==> src/rtl/wash_sense_timer.sv <==
// wash_sense_timer
// Sensor-conditioning and phase-timing stage in front of the washing-machine
// control FSM.
//
// Ports
//   clk            in   system clock, all logic on the rising edge
//   reset          in   asynchronous active-low reset
//   level_high_raw in   raw tank-full sensor, asynchronous
//   empty_raw      in   raw tank-empty sensor, asynchronous
//   motor_on       in   control FSM: agitation motor running
//   fill_value_on  in   control FSM: fill valve open
//   drain_value_on in   control FSM: drain valve open
//   filled         out  debounced level_high_raw
//   drained        out  debounced empty_raw
//   cycle_timeout  out  wash duration elapsed (held until WASH is left)
//   spin_timeout   out  spin duration elapsed (held until SPIN is left)
//   fault          out  sticky fill/drain watchdog fault
//   sec_count      out  tick count of the current phase
//
// Timer FSM
//   state   | meaning
//   ST_IDLE | no phase active, prescaler and sec_count held at 0
//   ST_WASH | agitation timing, stays while motor_on=1
//   ST_SPIN | spin timing, stays while drain_value_on=1 and drained=1
module wash_sense_timer #(
    parameter int unsigned TICK_DIV      = 50000000,
    parameter int unsigned CYCLE_SEC     = 600,
    parameter int unsigned SPIN_SEC      = 300,
    parameter int unsigned DEB_CYC       = 16,
    parameter int unsigned FILL_MAX_SEC  = 240,
    parameter int unsigned DRAIN_MAX_SEC = 180
) (
    input  logic        clk,
    input  logic        reset,
    input  logic        level_high_raw,
    input  logic        empty_raw,
    input  logic        motor_on,
    input  logic        fill_value_on,
    input  logic        drain_value_on,
    output logic        filled,
    output logic        drained,
    output logic        cycle_timeout,
    output logic        spin_timeout,
    output logic        fault,
    output logic [15:0] sec_count
);

    localparam int unsigned PW = (TICK_DIV > 2) ? $clog2(TICK_DIV) : 1;
    localparam int unsigned DW = (DEB_CYC > 1) ? $clog2(DEB_CYC + 1) : 1;

    localparam logic [PW-1:0] PRESC_TC = PW'(TICK_DIV - 1);
    localparam logic [DW-1:0] DEB_TC   = DW'(DEB_CYC - 1);
    localparam logic [15:0]   CYCLE_TC = 16'(CYCLE_SEC);
    localparam logic [15:0]   SPIN_TC  = 16'(SPIN_SEC);
    localparam logic [15:0]   FILL_TC  = 16'(FILL_MAX_SEC);
    localparam logic [15:0]   DRAIN_TC = 16'(DRAIN_MAX_SEC);

    typedef enum logic [1:0] {
        ST_IDLE = 2'd0,
        ST_WASH = 2'd1,
        ST_SPIN = 2'd2
    } state_t;

    // synchronisers
    logic lvl_meta_q, lvl_sync_q, emp_meta_q, emp_sync_q;

    // debounce
    logic [DW-1:0] lvl_cnt_q, lvl_cnt_d;
    logic [DW-1:0] emp_cnt_q, emp_cnt_d;
    logic          filled_q, filled_d;
    logic          drained_q, drained_d;

    // phase timer
    state_t        state_q, state_d;
    logic [PW-1:0] presc_q, presc_d;
    logic [15:0]   sec_q, sec_d;
    logic          cycle_to_q, cycle_to_d;
    logic          spin_to_q, spin_to_d;

    // watchdogs
    logic [PW-1:0] fill_presc_q, fill_presc_d;
    logic [15:0]   fill_sec_q, fill_sec_d;
    logic [PW-1:0] drain_presc_q, drain_presc_d;
    logic [15:0]   drain_sec_q, drain_sec_d;
    logic          fault_q, fault_d;

    logic wash_stay, spin_stay, fill_run, drain_run;

    always_comb begin
        // Debounce: the count only survives while the synchronised value
        // disagrees with the output; the DEB_CYC-th disagreeing cycle flips it.
        lvl_cnt_d = '0;
        filled_d  = filled_q;
        if (lvl_sync_q != filled_q) begin
            if (lvl_cnt_q == DEB_TC) begin
                filled_d = ~filled_q;
            end else begin
                lvl_cnt_d = lvl_cnt_q + 1'b1;
            end
        end

        emp_cnt_d = '0;
        drained_d = drained_q;
        if (emp_sync_q != drained_q) begin
            if (emp_cnt_q == DEB_TC) begin
                drained_d = ~drained_q;
            end else begin
                emp_cnt_d = emp_cnt_q + 1'b1;
            end
        end

        // Phase timer
        wash_stay = (state_q == ST_WASH) && motor_on;
        spin_stay = (state_q == ST_SPIN) && drain_value_on && drained_q;

        state_d = state_q;
        case (state_q)
            ST_IDLE: begin
                if (motor_on) begin
                    state_d = ST_WASH;
                end else if (drain_value_on && drained_q) begin
                    state_d = ST_SPIN;
                end
            end
            ST_WASH: if (!wash_stay) state_d = ST_IDLE;
            ST_SPIN: if (!spin_stay) state_d = ST_IDLE;
            default: state_d = ST_IDLE;
        endcase

        // Anything other than remaining in an active phase (idle, entry or
        // exit) clears the counters, which also discards a tick that would
        // have fired on an exit edge.
        presc_d = presc_q;
        sec_d   = sec_q;
        if (!(wash_stay || spin_stay)) begin
            presc_d = '0;
            sec_d   = '0;
        end else if (!(cycle_to_q || spin_to_q)) begin
            if (presc_q == PRESC_TC) begin
                presc_d = '0;
                if (sec_q != 16'hFFFF) begin
                    sec_d = sec_q + 16'd1;
                end
            end else begin
                presc_d = presc_q + 1'b1;
            end
        end

        cycle_to_d = wash_stay && (cycle_to_q || (sec_d == CYCLE_TC));
        spin_to_d  = spin_stay && (spin_to_q  || (sec_d == SPIN_TC));

        // Watchdogs: each has its own prescaler so a phase entry never
        // disturbs a running fill/drain measurement.
        fill_run     = fill_value_on && !filled_q;
        fill_presc_d = fill_presc_q;
        fill_sec_d   = fill_sec_q;
        if (!fill_run) begin
            fill_presc_d = '0;
            fill_sec_d   = '0;
        end else if (fill_sec_q != FILL_TC) begin
            if (fill_presc_q == PRESC_TC) begin
                fill_presc_d = '0;
                fill_sec_d   = fill_sec_q + 16'd1;
            end else begin
                fill_presc_d = fill_presc_q + 1'b1;
            end
        end

        drain_run     = drain_value_on && !drained_q;
        drain_presc_d = drain_presc_q;
        drain_sec_d   = drain_sec_q;
        if (!drain_run) begin
            drain_presc_d = '0;
            drain_sec_d   = '0;
        end else if (drain_sec_q != DRAIN_TC) begin
            if (drain_presc_q == PRESC_TC) begin
                drain_presc_d = '0;
                drain_sec_d   = drain_sec_q + 16'd1;
            end else begin
                drain_presc_d = drain_presc_q + 1'b1;
            end
        end

        fault_d = fault_q
                | (fill_run  && (fill_sec_d  == FILL_TC))
                | (drain_run && (drain_sec_d == DRAIN_TC));
    end

    always_ff @(posedge clk or negedge reset) begin
        if (!reset) begin
            lvl_meta_q    <= 1'b0;
            lvl_sync_q    <= 1'b0;
            emp_meta_q    <= 1'b0;
            emp_sync_q    <= 1'b0;
            lvl_cnt_q     <= '0;
            emp_cnt_q     <= '0;
            filled_q      <= 1'b0;
            drained_q     <= 1'b0;
            state_q       <= ST_IDLE;
            presc_q       <= '0;
            sec_q         <= '0;
            cycle_to_q    <= 1'b0;
            spin_to_q     <= 1'b0;
            fill_presc_q  <= '0;
            fill_sec_q    <= '0;
            drain_presc_q <= '0;
            drain_sec_q   <= '0;
            fault_q       <= 1'b0;
        end else begin
            lvl_meta_q    <= level_high_raw;
            lvl_sync_q    <= lvl_meta_q;
            emp_meta_q    <= empty_raw;
            emp_sync_q    <= emp_meta_q;
            lvl_cnt_q     <= lvl_cnt_d;
            emp_cnt_q     <= emp_cnt_d;
            filled_q      <= filled_d;
            drained_q     <= drained_d;
            state_q       <= state_d;
            presc_q       <= presc_d;
            sec_q         <= sec_d;
            cycle_to_q    <= cycle_to_d;
            spin_to_q     <= spin_to_d;
            fill_presc_q  <= fill_presc_d;
            fill_sec_q    <= fill_sec_d;
            drain_presc_q <= drain_presc_d;
            drain_sec_q   <= drain_sec_d;
            fault_q       <= fault_d;
        end
    end

    assign filled        = filled_q;
    assign drained       = drained_q;
    assign cycle_timeout = cycle_to_q;
    assign spin_timeout  = spin_to_q;
    assign fault         = fault_q;
    assign sec_count     = sec_q;

endmodule

==> config.mk <==
export PLATFORM = sky130hd
export DESIGN_NAME = wash_sense_timer
export DESIGN_NICKNAME = d
export VERILOG_FILES = /design/src/rtl/wash_sense_timer.sv
export SDC_FILE = /design/constraint.sdc
export NUM_CORES = 1
export LEC_CHECK = 0
export BUFFER_PORTS_ARGS = -buffer_cell sky130_fd_sc_hd__buf_2
export CAP_MARGIN = 5
export CORE_ASPECT_RATIO = 1.2
export CORE_MARGIN = 5
export CORE_UTILIZATION = 45
export CTS_BUF_LIST = sky130_fd_sc_hd__clkbuf_4
export CTS_CLUSTER_SIZE = 16
export DETAILED_ROUTE_END_ITERATION = 12
export GPL_TIMING_DRIVEN = 0
export MAX_ROUTING_LAYER = met4
export PLACE_DENSITY_LB_ADDON = 0.25
export SYNTH_ARGS = -nofsm -noshare
export SYNTH_HDL_FRONTEND = slang
export SYNTH_SLANG_ARGS = --single-unit
==> constraint.sdc <==
create_clock -name clk -period 3.8 [get_ports clk]
set_input_delay 0.19 -clock clk [delete_from_list [all_inputs] [get_ports clk]]
set_output_delay 0.19 -clock clk [all_outputs]
set_load 0.01 [all_outputs]
* Word level (Yosys, flattened, before mapping)
Index checks and enable logic that the tools add are counted.
Widths: inputs -> output; s select.
** Operators by class
- Add/subtract/negate cells :: 8
- Reductions and logical operators :: 20
- Equal/unequal tests :: 22
- Muxes and demuxes :: 28
- Bitwise operators :: 4
** Operators with widths (count)
- $mux 26 :: 9
- $mux 16 :: 10
- $add 26x1->26 const B :: 3
- $eq 26x26->1 const B :: 3
- $add 16x1->16 const B :: 3
- $eq 16x8->1 const B :: 2
- $ne 16x8->1 const B :: 2
- $mux 5 :: 4
- $eq 16x10->1 const B :: 1
- $eq 16x9->1 const B :: 1
- $ne 16x16->1 const B :: 1
- $add 5x1->5 const B :: 2
- $eq 5x4->1 const B :: 2
- $logic_and 1x1->1 :: 10
- $mux 2 :: 4
- $ne 2x2->1 const B :: 3
- $pmux 2 s3 :: 1
- $logic_or 1x1->1 :: 4
- $ne 2x1->1 const B :: 2
- $reduce_and 2->1 :: 2
- $ne 3x3->1 const B :: 1
- $reduce_and 3->1 :: 1
- $eq 2x1->1 const B :: 1
- $eq 2x2->1 const B :: 1
- 5 further kinds :: 9
** Storage, ports and cells
- Word-level logic and storage cells :: 100
- Bits of input ports :: 7
- Register bits :: 147
- Output and inout bits :: 21

* Logic depth before layout (Yosys ltp)
- Depth after elaboration :: 8
- Gate-level depth with buffers :: 11
- Mapped depth without buffers :: 10

* Worst setup path before layout
No wires, ideal clock.
- Path type :: reg-to-reg
- From :: register drain_presc_q[10]
- To :: register fault_q, in the netlist fault
- Required time :: 3.720 ns
- Stages on the path, launching flop included :: 10
- Setup slack :: 0.543 ns
- Path buffers :: 1
- Arrival :: 3.176 ns
- Cell sequence :: dfrtp_1 or4_1 or4_1 buf_2 nor4b_1 xor2_1 nand4b_1 or4_1 or4_1 o211ai_2
** Between the ends
- Cells in the longest elaborated chain, start to end :: 7
** RTL lines
- start: declaration :: RTL line 83 : logic [PW-1:0] drain_presc_q, drain_presc_d;
- start signal: assignment :: RTL line 225 : drain_presc_q <= drain_presc_d;
- $eq 26x26->1 :: RTL line 176 : if (drain_presc_q == PRESC_TC) begin
- $mux 16 :: RTL line 176
- $mux 16 :: RTL line 175 : end else if (drain_sec_q != DRAIN_TC) begin
- $mux 16 :: RTL line 172 : if (!drain_run) begin
- $eq 16x8->1 :: RTL line 186 : | (drain_run && (drain_sec_d == DRAIN_TC));
- $logic_and 1x1->1 :: RTL line 186
- $or 1x1->1 :: RTL line 186
- via fault_d :: RTL line 85 : logic fault_q, fault_d;
- end signal: assignment :: RTL line 227 : fault_q <= fault_d;
- end: declaration :: RTL line 85
The timed path passes the listed nets, and every way through them passes these cells.
A chain may end at the register's enable or synchronous reset.

* Worst setup path after layout
- From :: register drain_presc_q[16]
- To :: register fault_q, in the netlist fault
The elaborated chain is that of the path after synthesis.

==> report_table.html <==
<table>
<tr><th>Metric</th><th>Value</th></tr>
<tr><th colspan="2">Power and ir drop</th></tr>
<tr><td>P per Cell Area</td><td>314 nW/um^2</td></tr>
<tr><td>Worst vdd ir</td><td>0.000159 V</td></tr>
<tr><td>Leakage</td><td>3.73 nW</td></tr>
<tr><td>Sequential fraction of design power</td><td>55.9%</td></tr>
<tr><td>Combinational fraction of design power</td><td>4.0%</td></tr>
<tr><td>Switching Share</td><td>24.8%</td></tr>
<tr><td>Clock share of power</td><td>40.0%</td></tr>
<tr><td>Net switching power of the design</td><td>0.704 mW</td></tr>
<tr><td>Total Power Consumption</td><td>2.84 mW</td></tr>
<tr><td>Internal power summed over all cells</td><td>2.14 mW</td></tr>
<tr><th colspan="2">Synthesis</th></tr>
<tr><td>Most instantiated cells after synthesis</td><td>147 x dfrtp_1, 125 x nor2_1, 84 x o21ai_0</td></tr>
<tr><td>Synthesized netlist net count</td><td>959</td></tr>
<tr><td>Cell with the most instances after synthesis</td><td>dfrtp_1</td></tr>
<tr><td>Library cell occupying the most area in the post-synthesis netlist</td><td>dfrtp_1</td></tr>
<tr><td>Number of synthesized register bits</td><td>147</td></tr>
<tr><td>Mean area per synthesized cell</td><td>8.73 um^2</td></tr>
<tr><td>Leading post-synthesis cells by cell area</td><td>dfrtp_1 45%, nor2_1 5.7%, o21ai_0 5.1%</td></tr>
<tr><td>Count of flip-flops with a built-in enable after synthesis</td><td>0</td></tr>
<tr><td>Portion of the post-synthesis area used by sequential elements</td><td>44.7%</td></tr>
<tr><td>Synth unique cells</td><td>60</td></tr>
<tr><td>Ys async rst share</td><td>100%</td></tr>
<tr><td>Number of synthesis warnings</td><td>0</td></tr>
<tr><td>Post-synthesis instance area</td><td>8230 um^2</td></tr>
<tr><td>Dominant register cell in the synthesized netlist</td><td>dfrtp_1</td></tr>
<tr><td>Fraction of post-synthesis cell area in the top cell type by area</td><td>44.7%</td></tr>
<tr><td>Synth Instances</td><td>942</td></tr>
<tr><th colspan="2">Setup path</th></tr>
<tr><td>Cell Chain, Critical Path</td><td>or4_1, or4_1, buf_2, nor3_4, mux2i_1, nand4b_1, or4_1, or4_1, o211ai_2</td></tr>
<tr><td>Setup slack, reg-to-reg</td><td>0.17 ns</td></tr>
<tr><td>Endpoint of the most critical register-to-register path</td><td>fault</td></tr>
<tr><td>Count of buffer and inverter cells on the critical path</td><td>1</td></tr>
<tr><td>Largest fanout on the critical path</td><td>9</td></tr>
<tr><td>R2r startpoint</td><td>drain_presc_q[16]</td></tr>
<tr><td>Arr. time, crit path</td><td>4.13 ns</td></tr>
<tr><td>Logic depth of the worst register-to-register path</td><td>9</td></tr>
<tr><td>Crit path capture type</td><td>flop</td></tr>
<tr><td>Most common cell type on the critical path</td><td>or4_1</td></tr>
<tr><td>Launching element type of the critical path</td><td>flop</td></tr>
<tr><td>CP top delay family</td><td>simple AND/OR/NAND/NOR gates</td></tr>
<tr><td>Class of the most critical setup path</td><td>flop to flop</td></tr>
<tr><td>Worst path required time</td><td>4.30 ns</td></tr>
<tr><td>Critical-path cell with the highest stage delay</td><td>or4_1</td></tr>
<tr><td>Maximum cell stage delay along the critical path</td><td>0.54 ns</td></tr>
<tr><th colspan="2">Place</th></tr>
<tr><td>Port Buffer Count</td><td>27</td></tr>
<tr><td>Routability congestion estimate from global placement</td><td>0.906</td></tr>
<tr><td>Placed Instance Area</td><td>8670 um^2</td></tr>
<tr><td>Half-perimeter wire length after detailed placement</td><td>13800 um</td></tr>
<tr><th colspan="2">Timing</th></tr>
<tr><td>Relative max-transition margin</td><td>21.4%</td></tr>
<tr><td>Transition time of the tightest slew-check pin</td><td>1.17 ns</td></tr>
<tr><td>Sum of negative setup slack</td><td>0 ns</td></tr>
<tr><td>Final Hold Vio Count</td><td>0</td></tr>
<tr><td>Minimum period implied by the final worst setup slack</td><td>3.63 ns</td></tr>
<tr><td>Fmax</td><td>276 MHz</td></tr>
<tr><td># setup viols final</td><td>0</td></tr>
<tr><td>Ratio of final minimum period to clock period</td><td>95.5%</td></tr>
<tr><td>Post-Route Skew</td><td>0.0237 ns</td></tr>
<tr><td>Unrepaired setup endpoints after global routing</td><td>false</td></tr>
<tr><td>Number of max-slew violations in the final report</td><td>0</td></tr>
<tr><th colspan="2">Route</th></tr>
<tr><td>Iteration-0 DRC count of the detailed router</td><td>505</td></tr>
<tr><td>Remaining antenna violation count after routing</td><td>0</td></tr>
<tr><td>Pre-antenna DRT Iters</td><td>5</td></tr>
<tr><td>Total detailed-routing wirelength</td><td>19600 um</td></tr>
<tr><td>Routed wirelength normalized by instance count</td><td>15.9 um</td></tr>
<tr><td>Post-detailed-route DRC marker count</td><td>0</td></tr>
<tr><td>Vias per cell</td><td>5.86</td></tr>
<tr><td>Number of vias in the routed layout</td><td>7218</td></tr>
<tr><th colspan="2">Clocking</th></tr>
<tr><td>Buffer cell driving the clock tree root</td><td>clkbuf_4</td></tr>
<tr><td>Longest Clk Path Bufs</td><td>2</td></tr>
<tr><td>Sink Count</td><td>147</td></tr>
<tr><td>CTS tree</td><td>yes</td></tr>
<tr><td>Buffer count from post-CTS setup fixing</td><td>0</td></tr>
<tr><td>Total number of H-tree levels</td><td>4</td></tr>
<tr><td>Number of buffers inserted during clock tree synthesis</td><td>17</td></tr>
<tr><td>Clock transition at the registers of the reported paths</td><td>0.13 ns</td></tr>
<tr><td>Clock insertion delay at the later pin of the skew report</td><td>0.57 ns</td></tr>
<tr><th colspan="2">Layout</th></tr>
<tr><td>Post-route cell area</td><td>9060 um^2</td></tr>
<tr><td>Combined flip-flop and latch cell area</td><td>3680 um^2</td></tr>
<tr><td>Area taken by multi-input logic gates</td><td>4350 um^2</td></tr>
<tr><td>Area added between synthesis and finish</td><td>10.2%</td></tr>
<tr><td>Final nets</td><td>1011</td></tr>
<tr><td>Share of layout cells above drive strength 1</td><td>7.75%</td></tr>
<tr><td>Count of filler cells inserted in the layout</td><td>1776</td></tr>
<tr><th colspan="2">Flow run</th></tr>
<tr><td>Reported max-cap violation count</td><td>0</td></tr>
<tr><th colspan="2">Floorplan</th></tr>
<tr><td>Die X</td><td>133 um</td></tr>
<tr><td>Rows</td><td>54</td></tr>
<tr><td>Io pins</td><td>28</td></tr>
<tr><td>Core Box Area</td><td>18100 um^2</td></tr>
<tr><td>Die Footprint</td><td>21100 um^2</td></tr>
<tr><td>Initial core utilization</td><td>45.4%</td></tr>
<tr><td>Die height</td><td>158 um</td></tr>
<tr><th colspan="2">Worst hold path</th></tr>
<tr><td>Endpoint with the worst hold slack</td><td>fill_presc_q[6]</td></tr>
<tr><td>Hold Path Class</td><td>input port to flop</td></tr>
<tr><td>Number of instances on the worst hold path</td><td>4</td></tr>
<tr><td>Hold path start</td><td>fill_value_on</td></tr>
<tr><th colspan="2">Global route</th></tr>
<tr><td>All-layer global routing usage</td><td>20.2%</td></tr>
<tr><td>Number of antenna violations at the first check in global routing</td><td>1</td></tr>
<tr><td>First-pass GRT wire length</td><td>34200 um</td></tr>
<tr><td>GRT overflow</td><td>0</td></tr>
<tr><td>Vias in the first global route</td><td>7056</td></tr>
<tr><td>Pin count of the biggest net entering global routing</td><td>86</td></tr>
<tr><th colspan="2">Run status</th></tr>
<tr><td>Result of the run</td><td>complete, no violations</td></tr>
</table>
-- worst min-delay path, stage by stage --
cell	delay [ns]
buf_2	0.08
nand2b_1	0.04
clkbuf_1	0.22
nor2_1	0.17
-- registers in the layout (all words and copies together) (netlist names) --
| name | count |
|---|---|
| emp_meta_q | 1 |
| emp_cnt_q | 5 |
| drained | 1 |
| lvl_sync_q | 1 |
| lvl_meta_q | 1 |
| state_q | 2 |
| emp_sync_q | 1 |
| fault | 1 |
| filled | 1 |
| spin_timeout | 1 |
| drain_sec_q | 16 |
| presc_q | 26 |
| fill_presc_q | 26 |
| sec_count | 16 |
| fill_sec_q | 16 |
| lvl_cnt_q | 5 |
| cycle_timeout | 1 |
| drain_presc_q | 26 |
-- worst max-delay path by stage --
stage                            startpoint      endpoint  slack (ns)  depth (start not counted)
after floorplan           drain_presc_q[10]         fault        0.54                          9
after global placement    drain_presc_q[16]         fault        0.11                          9
after detailed placement  drain_presc_q[16]         fault        0.09                          9
after CTS                 drain_presc_q[16]         fault        0.07                          9
after global routing             presc_q[0]  spin_timeout       0.005                          9
final                     drain_presc_q[16]         fault        0.17                          9
-- cell families (layout without fill, tap and decap cells) --
group                    Yosys count  in the layout  share of synthesized area, %
multiplexers                       8              8                          1.02
adder cells (fa/ha/maj)           10             10                          1.52
AO/OA/AOI/OAI                    181            181                          12.9
other                              0              1                             0
AND/OR/NAND/NOR                  486            486                          31.3
buffers and inverters             53            118                          2.45
XOR/XNOR                          57             57                          6.07
flip-flops                       147            147                          44.7
-- metrics by stage --
step / setup slack, ns / util [%] / std cells / hold slack, ns
global placement: 0.108 / 47.7 / 1193 / 0.298
floorplan: 0.543 / - / 942 / -0.106
CTS: 0.0681 / 50.0 / 1231 / 0.152
detailed placement: 0.0859 / 47.9 / 1194 / 0.300
global route: 0.00473 / 50.0 / 1232 / 0.194
finish: 0.171 / 50.0 / 1232 / 0.175
-- cells in the final DEF, fill, tap and decap left out, drive strengths merged, types with 18 or more instances in the layout --
master,synthesis,layout
a21oi,42,42
and2,21,21
and3,35,35
buf,3,31
clkbuf,34,51
dfrtp,147,147
inv,16,20
nand2,82,82
nand3,44,44
nand4,45,45
nor2,125,125
nor3,27,27
nor4,18,18
o21ai,86,86
xnor2,22,22
xor2,35,35
-- power groups by stage --
stage          Clock [mW]  Sequential [mW]  Combinational (mW)
2_1_floorplan           0             1.62              0.0542
3_3_place_gp            0             1.62               0.109
3_5_place_dp            0             1.62               0.114
4_1_cts              1.18             1.59               0.118
5_1_grt              1.25             1.59               0.135
6_report             1.14             1.59               0.114
-- layer usage --
layer  share of wire, %  vias up  track usage (%)
met1                 46     3497             25.6
met2                 48      159             33.1
met3                3.7       28             3.21
met4                1.9        0             7.30
li1                   -     3534                -
met5                  0        -                -
-- timing repair --
action	in CTS	in global routing
resized for setup	0	1
hold buffers	5	0
endpoints found under the setup margin	0	1
endpoints found under the hold margin	88	0
-- cell type report --
cell class	instances	area share (%)
Multi-Input combinational cell	742	48.0
Sequential cell	147	40.6
Tap cell	224	3.09
Timing Repair Buffer	33	2.42
Clock inverter	15	2.26
Buffer	37	1.56
Clock buffer	17	1.41
Inverter	16	0.663
Antenna cell	1	0.0276
Note: power is estimated with default switching activity, not from simulation.
